`src/rtl/tx_frame_packer.sv`:
```
// Ethernet-style TX frame packer: emits a 14-byte MAC header, a fixed-length
// payload taken from an upstream byte stream, zero padding up to the 46-byte
// minimum payload, then holds off for an inter-frame gap.
module tx_frame_packer #(
    parameter logic [47:0] DEST_MAC    = 48'hFF_FF_FF_FF_FF_FF,
    parameter logic [47:0] SRC_MAC     = 48'h02_00_00_00_00_01,
    parameter int unsigned PAYLOAD_LEN = 64,
    parameter int unsigned IFG_CYCLES  = 12
) (
    input  logic        clk,
    input  logic        rst_n,
    input  logic        enable,
    input  logic        in_valid,
    input  logic [7:0]  in_data,
    output logic        in_ready,
    output logic        m_axis_tvalid,
    output logic [7:0]  m_axis_tdata,
    output logic        m_axis_tlast,
    input  logic        m_axis_tready,
    output logic        busy,
    output logic [15:0] frame_count
);

    localparam int unsigned MinPayload = 46;
    localparam bit          NeedPad    = (PAYLOAD_LEN < MinPayload);
    localparam logic [10:0] LenEnd     = 11'(PAYLOAD_LEN);
    localparam logic [10:0] LenLast    = 11'(PAYLOAD_LEN - 1);
    localparam logic [10:0] PadEnd     = 11'(MinPayload);
    localparam logic [10:0] PadLast    = 11'(MinPayload - 1);
    localparam logic [10:0] HdrLast    = 11'd13;
    localparam logic [7:0]  GapLast    = 8'(IFG_CYCLES - 1);
    // Header bytes in transmit order, first byte in the top octet.
    localparam logic [111:0] Header    = {DEST_MAC, SRC_MAC, 16'(PAYLOAD_LEN)};

    typedef enum logic [2:0] {StIdle, StHeader, StPayload, StPad, StGap} state_e;

    state_e        state_q, state_d;
    logic          tvalid_q, tvalid_d;
    logic [7:0]    tdata_q, tdata_d;
    logic          tlast_q, tlast_d;
    logic [10:0]   cnt_q, cnt_d;
    logic [7:0]    gap_q, gap_d;
    logic [15:0]   frame_count_q, frame_count_d;

    logic          load;
    logic          last_accept;
    logic [111:0]  hdr_shift;
    logic [7:0]    hdr_byte;

    assign load        = !tvalid_q || m_axis_tready;
    assign last_accept = tvalid_q && m_axis_tready && tlast_q;
    assign hdr_shift   = Header << {cnt_q, 3'b000};
    assign hdr_byte    = hdr_shift[111:104];

    assign m_axis_tvalid = tvalid_q;
    assign m_axis_tdata  = tdata_q;
    assign m_axis_tlast  = tlast_q;
    assign busy          = (state_q != StIdle);
    assign frame_count   = frame_count_q;

    // Next-state, output-register load and input handshake.
    always_comb begin
        state_d       = state_q;
        tvalid_d      = tvalid_q;
        tdata_d       = tdata_q;
        tlast_d       = tlast_q;
        cnt_d         = cnt_q;
        gap_d         = gap_q;
        frame_count_d = frame_count_q;
        in_ready      = 1'b0;

        // Pending beat leaves on a free slot unless something new is loaded.
        if (load) begin
            tvalid_d = 1'b0;
            tlast_d  = 1'b0;
        end

        unique case (state_q)
            StIdle: begin
                if (enable && load) begin
                    tvalid_d = 1'b1;
                    tdata_d  = Header[111:104];
                    cnt_d    = 11'd1;
                    state_d  = StHeader;
                end
            end
            StHeader: begin
                if (load) begin
                    tvalid_d = 1'b1;
                    tdata_d  = hdr_byte;
                    if (cnt_q == HdrLast) begin
                        cnt_d   = '0;
                        state_d = StPayload;
                    end else begin
                        cnt_d = cnt_q + 11'd1;
                    end
                end
            end
            StPayload: begin
                // Once all payload bytes are in, wait here for the tlast beat.
                if (cnt_q != LenEnd) begin
                    in_ready = load;
                    if (load && in_valid) begin
                        tvalid_d = 1'b1;
                        tdata_d  = in_data;
                        cnt_d    = cnt_q + 11'd1;
                        if (cnt_q == LenLast) begin
                            if (NeedPad) begin
                                state_d = StPad;
                            end else begin
                                tlast_d = 1'b1;
                            end
                        end
                    end
                end
            end
            StPad: begin
                if (load && (cnt_q != PadEnd)) begin
                    tvalid_d = 1'b1;
                    tdata_d  = 8'h00;
                    tlast_d  = (cnt_q == PadLast);
                    cnt_d    = cnt_q + 11'd1;
                end
            end
            StGap: begin
                if (gap_q == GapLast) begin
                    gap_d   = '0;
                    state_d = StIdle;
                end else begin
                    gap_d = gap_q + 8'd1;
                end
            end
            default: state_d = StIdle;
        endcase

        if (last_accept) begin
            state_d       = StGap;
            cnt_d         = '0;
            gap_d         = '0;
            frame_count_d = frame_count_q + 16'd1;
        end
    end

    // State and output registers with synchronous active-low reset.
    always_ff @(posedge clk) begin
        if (!rst_n) begin
            state_q       <= StIdle;
            tvalid_q      <= 1'b0;
            tdata_q       <= 8'h00;
            tlast_q       <= 1'b0;
            cnt_q         <= '0;
            gap_q         <= '0;
            frame_count_q <= '0;
        end else begin
            state_q       <= state_d;
            tvalid_q      <= tvalid_d;
            tdata_q       <= tdata_d;
            tlast_q       <= tlast_d;
            cnt_q         <= cnt_d;
            gap_q         <= gap_d;
            frame_count_q <= frame_count_d;
        end
    end

endmodule

```
`config.mk`:
```
export PLATFORM = sky130hd
export DESIGN_NAME = tx_frame_packer
export DESIGN_NICKNAME = d
export VERILOG_FILES = /design/src/rtl/tx_frame_packer.sv
export SDC_FILE = /design/constraint.sdc
export NUM_CORES = 1
export LEC_CHECK = 0
export CAP_MARGIN = 10
export CELL_PAD_IN_SITES_DETAIL_PLACEMENT = 1
export CELL_PAD_IN_SITES_GLOBAL_PLACEMENT = 2
export CORE_ASPECT_RATIO = 0.7
export CORE_UTILIZATION = 32
export DETAILED_ROUTE_END_ITERATION = 8
export GPL_TIMING_DRIVEN = 0
export PLACE_DENSITY_LB_ADDON = 0.1
export RECOVER_POWER = 50
export SYNTH_ARGS = -nofsm -noshare
export SYNTH_HDL_FRONTEND = slang
export SYNTH_SLANG_ARGS = --single-unit
```
`constraint.sdc`:
```
create_clock -name clk -period 2.8 [get_ports clk]
set_input_delay 0.56 -clock clk [delete_from_list [all_inputs] [get_ports clk]]
set_output_delay 0.56 -clock clk [all_outputs]
set_load 0.02 [all_outputs]
```
# Yosys cells after proc, flatten, opt, wreduce, memory -nomap -nowiden
# Cells that the tools add are included.
# word_totals
register_bits	48
in_bits	13
out_inout_bits	28
elab_cells	86
# op_classes
add_sub_neg	3
n_eq_ne	22
shift	1
muxes	35
n_bitwise	2
n_reduce_logical	15
# ops
operator	count
112-bit by 14-bit << shifter with 112-bit output (first input constant)	1
11-bit 2-to-1 mux	6
8-bit 2-to-1 mux	6
11-bit one-hot mux with 4 select lines	1
8-bit one-hot mux with 4 select lines	1
11-bit by 6-bit equality test with 1-bit output (second input constant)	2
16-bit by 1-bit adder with 16-bit output (second input constant)	1
3-bit 2-to-1 mux	5
2-bit inequality test (second input constant)	7
1-bit 2-to-1 mux	13
3-bit inequality test (second input constant)	4
3-bit one-hot mux with 4 select lines	1
11-bit by 1-bit adder with 11-bit output (second input constant)	1
11-bit by 4-bit equality test with 1-bit output (second input constant)	1
11-bit by 6-bit inequality test with 1-bit output (second input constant)	1
11-bit by 7-bit inequality test with 1-bit output (second input constant)	1
5-bit AND reduction	2
8-bit by 1-bit adder with 8-bit output (second input constant)	1
8-bit by 4-bit equality test with 1-bit output (second input constant)	1
3-bit by 2-bit equality test with 1-bit output (second input constant)	2
6-bit AND reduction	1
1-bit logical AND	5
1-bit one-hot mux with 4 select lines	1
4-bit nonzero test	1
other kinds (10)	12

# Longest topological paths before layout
# Gate-level depths: netlist of run 1.
# depth
depth_word	7
ltp_mapped	8
depth_no_buf	7

# Least setup slack after synthesis of run 1
# Ideal clock, no wire load.
# synth_path
path_type	reg-to-reg
from	register cnt_q[10]
to	register tdata_q[0] (netlist: m_axis_tdata[0])
setup_time_ns	0.119
arrival_time_ns	2.031
t_required_ns	2.681
setup_slack_ns	0.651
stages_incl_launch_ff	6
n_path_buf	0
synth_period_minus_slack_ns	2.149
path_cell_list	dfxtp_1 -> or4_4 -> or4b_4 -> o21ai_4 -> nor2_4 -> o221a_1
# synth_via
elab_chain_len	4
word_cells_on_any_way	9
cone_classes	4 x eq/ne; 1 x shift; 2 x mux; 2 x reduce/logical
# synth_rtl
item	line	source
start: declaration	41	logic [10:0] cnt_q, cnt_d;
start signal: assignment	159	cnt_q <= cnt_d;
branches (longest 4 deep; another with 112-bit by 14-bit << shifter with 112-bit output)	n/a	
end signal: assignment	157	tdata_q <= tdata_d;
end: declaration	39	logic [7:0] tdata_q, tdata_d;
# Several ways; the timed one is not identified. The select of a mux whose other input is x is not followed.
# A chain may end at the register's enable or synchronous reset.

# Worst setup path after layout of run 1
# layout_path
from	register cnt_q[0]
to	output port in_ready
# layout_via
elab_chain_len	3
# layout_rtl
item	line	source
11-bit by 7-bit inequality test with 1-bit output	101	if (cnt_q != LenEnd) begin
1-bit 2-to-1 mux	101	
1-bit 2-to-1 mux	78	unique case (state_q)
end: declaration	15	output logic in_ready,
# No other way between the ends.

==> key figures, run 1 <==
Clock network
  • Hold_buf cts: 0
  • # clock sinks: between 40 and 50
  • Setup Fix Bufs, Post-CTS: 0
  • Clk Latency, worst-skew pair: approximately 0.3 ns
  • CTS tree: done
  • CTS H-tree depth: 2
  • Clock buffer depth: 2
  • CTS buffer count: 5
  • Clk slew on worst S/H paths: around 0.070 ns
  • Root buffer cell: clkbuf_16

Routing
  • Remaining antenna violation count: 0
  • Detailed-route via count: approximately 2,400
  • WL/cell: 16.95 microns
  • DR vias/cell: approximately 5.5
  • DRC: 0
  • Drt total wl: 7493 microns
  • Detailed Route Iter0 Violations: 79
  • First drt pass iteration count: 4

Placement
  • Placed instance count: 434
  • PortBufs: 40
  • Final weighted congestion in routability-driven placement: slightly below 0.8
  • Dpl hpwl: 5414 microns

Final layout
  • Most frequent cells in the layout: 48 x dfxtp_1, 28 x dlygate4sd3_1, 24 x nand2_1, 16 x or3_1, 15 x nor2_1
  • Area grow syn2layout: 27.93%
  • Diodes inserted: 0
  • Final nets: ~360
  • Layout cells sized above 1: 7.558%
  • Post-route non-filler standard cell count: between 400 and 500
  • # fillers: 897
  • Commonest non-fill, non-tap cell in the layout: dfxtp_1

Floorplanning
  • Die Span Y: 76.87 microns
  • # IOs: 41
  • Initial Util: ~34%
  • Die width: 109.0 microns
  • Die area: ~8400 sq um
  • Core ar.: between 7000 and 8000 sq um
  • Num rows: 26

Timing
  • Final worst path period need: around 2.6 ns
  • Fmax: ~380 MHz
  • Final hold viol count: 0
  • RSZ-0062 raised after global routing: false
  • Slew margin rel.: about 44%
  • Fin crit share: 94.58%
  • Max Slew Vio Count: 0
  • Worst-margin pin slew: around 0.83 ns
  • Final Setup Violations: 0
  • Clock Skew: about 0.0091 ns

Power
  • Design Power: 1.642 mW
  • P_leak: approximately 1.2 nW
  • Max IR drop VDD: 0.2041 mV
  • Pwr dens: between 500 and 600 nW/um^2

Logic synthesis
  • Ranking of synthesized cells by area: dfxtp_1 38%, and2_1 4.4%, or3_1 3.9%
  • Ys async rst share: 0%
  • Mapped Area: between 2000 and 3000 sq um
  • Post-synth top area share: a little under two fifths
  • Sequential area share after synthesis: 37.50%
  • Syn Inst Count: a little under 300
  • Average cell area after synthesis: roughly 8.7 sq um
  • Top_reg_cell synth: dfxtp_1
  • Netlist cell types: 52
  • Syn nets: 315
  • Yosys reg bits: 48
  • YS warnings: 0
  • Post-synth EDFFs: 0
  • Synth area leader: dfxtp_1

GRT
  • Initial antenna violation count: 0
  • GR Overflow Total: 0
  • Largest net degree at the start of global routing: 15
  • Vias in the first global route: 2,396
  • Total GRT Usage: about a fifth
  • First-pass GRT wire length: 12,330 microns

Run
  • Number of max-cap violations: 0

Worst setup path
  • CP arrival: 2.09 ns
  • Crit-path cells: inv_1 -> ha_1 -> nor4bb_1 -> nand3_1 -> and3_1 -> dlygate4sd2_1
  • CP max FO: 9
  • CP Class: flip-flop to primary output
  • CP Launch Type: flip-flop
  • Crit path capture type: primary output
  • Cell at the slowest stage of the critical path: dfxtp_1
  • Worst r2r path cells: 5
  • Req. time, crit path: roughly 2.2 ns
  • CP peak stage delay: 0.41 ns

Status
  • Status: finished, final reports clean

Hold path
  • Hold WC Path Type: flip-flop to flip-flop
  • Hold depth: 1
cell type report:
cell class | count | area, sq um | area share, %
timing repair buffer | 40 | 399.1 | 12.18
buffer | 13 | 51.30 | 1.565
inverter | 9 | 33.78 | 1.031
clock buffer | 7 | 152.6 | 4.656
tap | 98 | 122.6 | 3.740
clock inverter | 1 | 30.03 | 0.9160
sequential | 48 | 960.9 | 29.31
multi-input combinational | 226 | 1528 | 46.60
report_power, final:
group          total [mW]  internal (mW)  switching, mW
registers           0.713          0.700         0.0136
logic               0.185         0.0788          0.107
clock network       0.744          0.471          0.273
metrics by stage:
stage                     area [sq um]    TNS, ns  worst slack (ns)  util (%)  hold WS [ns]
after global routing              3278          0           0.02226     43.62        0.5199
after global placement            3085   -0.02871          -0.02871     41.06        0.4759
after detailed placement          3085  -0.001098         -0.001098     41.06        0.4976
final                             3278          0            0.1519     43.62        0.4987
after floorplan                   2562          0            0.6508         -        0.4583
after CTS                         3269          0            0.1300     43.51        0.5053
logic make-up (layout without fill, tap and decap cells):
family | after synthesis | after routing | share of synthesized area, %
xor+xnor | 16 | 16 | 5.469
compound gates | 64 | 64 | 18.95
mux | 4 | 4 | 1.611
simple gates | 136 | 136 | 30.22
flops | 48 | 48 | 37.50
buf+inv | 22 | 70 | 3.320
fa+ha+maj | 6 | 6 | 2.930
routing by layer:
metal	global-route usage, %	vias up	share of wire [%]
met3	4.167	10	5.0
met1	27.45	1179	51
met2	27.86	47	42
li1	-	1193	-
met4	6.486	0	1.5
met5	0	-	0
timing repair:
item                                    in CTS  in global routing
gates resized for setup                      2                  2
pin swaps                                    1                  1
endpoints found under the setup margin       1                  6
hold endpoints to repair                     0                  0
registers in the layout, summed over array words and instances (netlist names):
signal and cells:
gap_q 8, frame_count 16, m_axis_tdata 8, m_axis_tlast 1, m_axis_tvalid 1, cnt_q 11
state_q 3
cells in the mapped netlist (all sizes together), types with 2 or more instances:
master / instances
nor4: 3
nor3: 6
nand4b: 2
nor4b: 2
o221a: 8
a41oi: 2
nand3: 13
inv: 9
nand2: 24
dfxtp: 48
nand4: 12
or3: 16
a31oi: 4
nor2b: 4
ha: 6
mux2i: 3
xor2: 7
nor2: 17
o21ai: 11
xnor2: 9
buf: 4
and3: 7
or4: 2
or2: 4
nand2b: 2
o22ai: 7
clkbuf: 9
a21oi: 9
and2: 18
a211oi: 10
a21boi: 5
worst max-delay path: cells and delay by family, from the launching register on:
family                   cells  cell delay, ns
flip-flops                   1            0.41
buffers and inverters        2            0.46
adder cells (fa/ha/maj)      1            0.17
AND/OR/NAND/NOR              3            0.76
worst paths after layout:
check | startpoint | to | slack [ns]
max | cnt_q[0] | in_ready | 0.15
min | m_axis_tdata[1] | m_axis_tdata[1] | 0.50
max reg2reg | cnt_q[10] | m_axis_tdata[7] | 0.29
min reg2reg | m_axis_tdata[1] | m_axis_tdata[1] | 0.50
Note: power is estimated with default switching activity, not from simulation.
==> run 2: changes to the inputs <==
Settings changed: CORE_UTILIZATION 32 to 38, CTS_CLUSTER_SIZE set to 40, DONT_BUFFER_PORTS set to 1.
==> run 2 against run 1 <==
Against the previous run: clock skew is 0.0035 ns lower; cell area shrank 15%; routed wire length shrank 7.4%; sequential cell count unchanged; combinational power shrank 32%; worst hold slack better by 0.0089 ns; sequential power grew 3%; worst setup slack improved by 0.15 ns; cell count fell by 11%; via count decreased by 6.7%; critical endpoint is now m_axis_tdata[5].
==> key figures, run 2 (synthesis gave the netlist of run 1 again) <==
Status
  • Status: finished, final reports clean

Worst setup path
  • Cell at the slowest stage of the critical path: nor3_2
  • CP arrival: 2.71 ns (+0.62 ns)
  • CP peak stage delay: 0.71 ns (+0.30 ns)
  • Crit path capture type: flip-flop
  • Crit-path cells: inv_1 -> ha_1 -> nor4bb_1 -> nand3_1 -> nor3_2 -> nor2_4 -> o221a_1
  • Req. time, crit path: 3.01 ns (+0.77 ns)
  • CP Class: flip-flop to flip-flop
  • CP max FO: 10 (+1)
  • CP top delay family: simple AND/OR/NAND/NOR gates
  • Buffers and inverters on the worst path: 1 (-1)
  • CP Launch Type: flip-flop

Timing
  • Final Setup Violations: 0 (unchanged)
  • Worst-margin pin slew: 0.9023 ns (+0.07060 ns)
  • Final worst path period need: 2.495 ns (-0.1535 ns)
  • Slew margin rel.: 39.38% (-4.7 points)
  • Fin crit share: 89.09% (-5.5 points)
  • RSZ-0062 raised after global routing: false
  • Setup_tns: 0 ns (unchanged)
  • Clock Skew: 0.005596 ns (-0.003511 ns)
  • Fmax: 400.9 MHz (+6.2%)
  • Final hold viol count: 0 (unchanged)
  • Final worst slack: 0.3054 ns (+0.1535 ns)
  • Max Slew Vio Count: 0 (unchanged)

GRT
  • Gr busiest metal: met1
  • Met1 Usage GRT: 31.02% (+3.6 points)
  • GR Overflow Total: 0 (unchanged)
  • First-pass GRT wire length: 11,410 microns (-7.5%)
  • Total GRT Usage: 20.44% (+1.3 points)
  • Largest net degree at the start of global routing: 16 (+1)
  • Initial antenna violation count: 0 (unchanged)
  • Met2 Usage GRT: 29.15% (+1.3 points)
  • GR met3 Demand/Resource: 4.051% (-0.12 points)
  • Vias in the first global route: 2,204 (-8.0%)

Final layout
  • Layout cells sized above 1: 8.224% (+0.67 points)
  • Diodes inserted: 0 (unchanged)
  • Core Util, Final: 43.67% (+0.048 points)
  • Area grow syn2layout: 8.496%
  • Most frequent cells in the layout: 48 x dfxtp_1, 24 x nand2_1, 16 x nor2_1, 16 x or3_1, 13 x and2_1
  • Post-route non-filler standard cell count: 395 (-11%)
  • Largest register FFs: 16 (unchanged)
  • Commonest non-fill, non-tap cell in the layout: dfxtp_1
  • Post-route design area: 2780 sq um (-15%)
  • Final nets: 322 (-11%)

Clock network
  • CTS H-tree depth: 2 (unchanged)
  • Clk Latency, worst-skew pair: 0.31 ns (about the same)
  • # clock sinks: 48 (unchanged)
  • Clk slew on worst S/H paths: 0.10 ns (+0.03 ns)
  • Root buffer cell: clkbuf_8
  • Clock buffer depth: 2 (unchanged)
  • CTS buffer count: 5 (unchanged)
  • CTS tree: done

Power
  • Pwr dens: 474.6 nW/um^2 (-5.3%)
  • Max IR drop VDD: 0.1865 mV (-8.6%)
  • P_leak: 0.8918 nW (-23%)

Floorplanning
  • Die width: 100.2 microns (-8.1%)
  • # IOs: 41 (unchanged)
  • Core ar.: 6366 sq um (-15%)
  • Die area: 7081 sq um (-15%)
  • Num rows: 24 (-7.7%)
  • Die Span Y: 70.71 microns (-8.0%)
  • Initial Util: 40.25% (+6.2 points)

Placement
  • PortBufs: 0 (-100%)
  • Dpl hpwl: 4988 microns (-7.9%)
  • Placed instance count: 387 (-11%)
  • DP Area: 2676 sq um (-13%)
  • Dpl ws: 0.2427 ns (+0.2438 ns)
  • Final weighted congestion in routability-driven placement: 0.7472 (-4.9%)

Hold path
  • Hold WC Path Type: flip-flop to flip-flop

Routing
  • DR vias/cell: 5.739 (+4.4%)
  • First drt pass iteration count: 4 (unchanged)
  • Drt total wl: 6940 microns (-7.4%)
  • DRC: 0 (unchanged)
  • Detailed Route Iter0 Violations: 79 (unchanged)
  • Remaining antenna violation count: 0 (unchanged)
  • WL/cell: 17.57 microns (+3.6%)
  • Detailed-route via count: 2,267 (-6.7%)

Run
  • Number of max-cap violations: 0 (unchanged)
run 2: cell types whose count changed in the layout (fill, tap and decap cells not counted), moves of 2 or more:
cell	change
dlygate4sd3_1	-28
clkdlybuf4s50_1	-11
clkbuf_16	-5
clkbuf_8	+4
clkinvlp_4	+2
run 2: timing repair:
item | CTS | global route
buffers inserted | 0 | 0
endpoints found under the setup margin | 0 | 8
hold buffers | 0 | 0
resized for setup | 0 | 1
hold endpoints to repair | 0 | 0
run 2: metal layers:
layer  share of wire (%)  vias to the layer above
li1                    -                     1103
met1                  54                     1101
met2                  41                       58
met3                 4.5                        5
met4                0.69                        0
met5                   0                        -
run 2: final cells by class:
| class | instances | area, sq um |
|---|---|---|
| Buffer | 13 | 51.30 |
| Clock buffer | 6 | 82.58 |
| Clock inverter | 2 | 15.01 |
| Fill cell | 779 | 3586 |
| Inverter | 9 | 33.78 |
| Multi-Input combinational cell | 226 | 1523 |
| Sequential cell | 48 | 960.9 |
| Tap cell | 91 | 113.9 |
run 2: path summary, 6_finish.rpt:
| path | depth (start not counted) | slack, ns | from | to |
|---|---|---|---|---|
| worst min-delay path | 2 | 0.51 | gap_q[7] | gap_q[7] |
| worst min register to register | 2 | 0.51 | gap_q[7] | gap_q[7] |
| worst max register to register | 7 | 0.31 | cnt_q[0] | m_axis_tdata[5] |
| worst max-delay path | 7 | 0.31 | cnt_q[0] | m_axis_tdata[5] |
run 2: per-stage QoR:
stage / hold slack [ns] / power [mW]
final: 0.5076 / 1.319
after global routing: 0.5360 / 1.372
after CTS: 0.5073 / 1.331
after detailed placement: 0.4923 / 0.8715
after global placement: 0.4772 / 0.8720
after floorplan: 0.4583 / 0.8376
run 2: where the power goes:
part | switching [mW] | leakage (nW) | internal (mW)
combinational | 0.0791 | 0.458 | 0.0460
sequential | 0.0328 | 0.390 | 0.699
clock | 0.262 | 0.0434 | 0.201
run 2: worst reg2reg max path: stages, from the launching register on:
cell,delay (ns)
dfxtp_1,0.42
inv_1,0.15
ha_1,0.15
nor4bb_1,0.26
nand3_1,0.24
nor3_2,0.72
nor2_4,0.17
o221a_1,0.29
==> run 3: changes to the inputs <==
Settings changed: TNS_END_PERCENT set to 20.
==> results of run 3 <==
No change in the layout: final DEF, timing and power equal those of run 2.
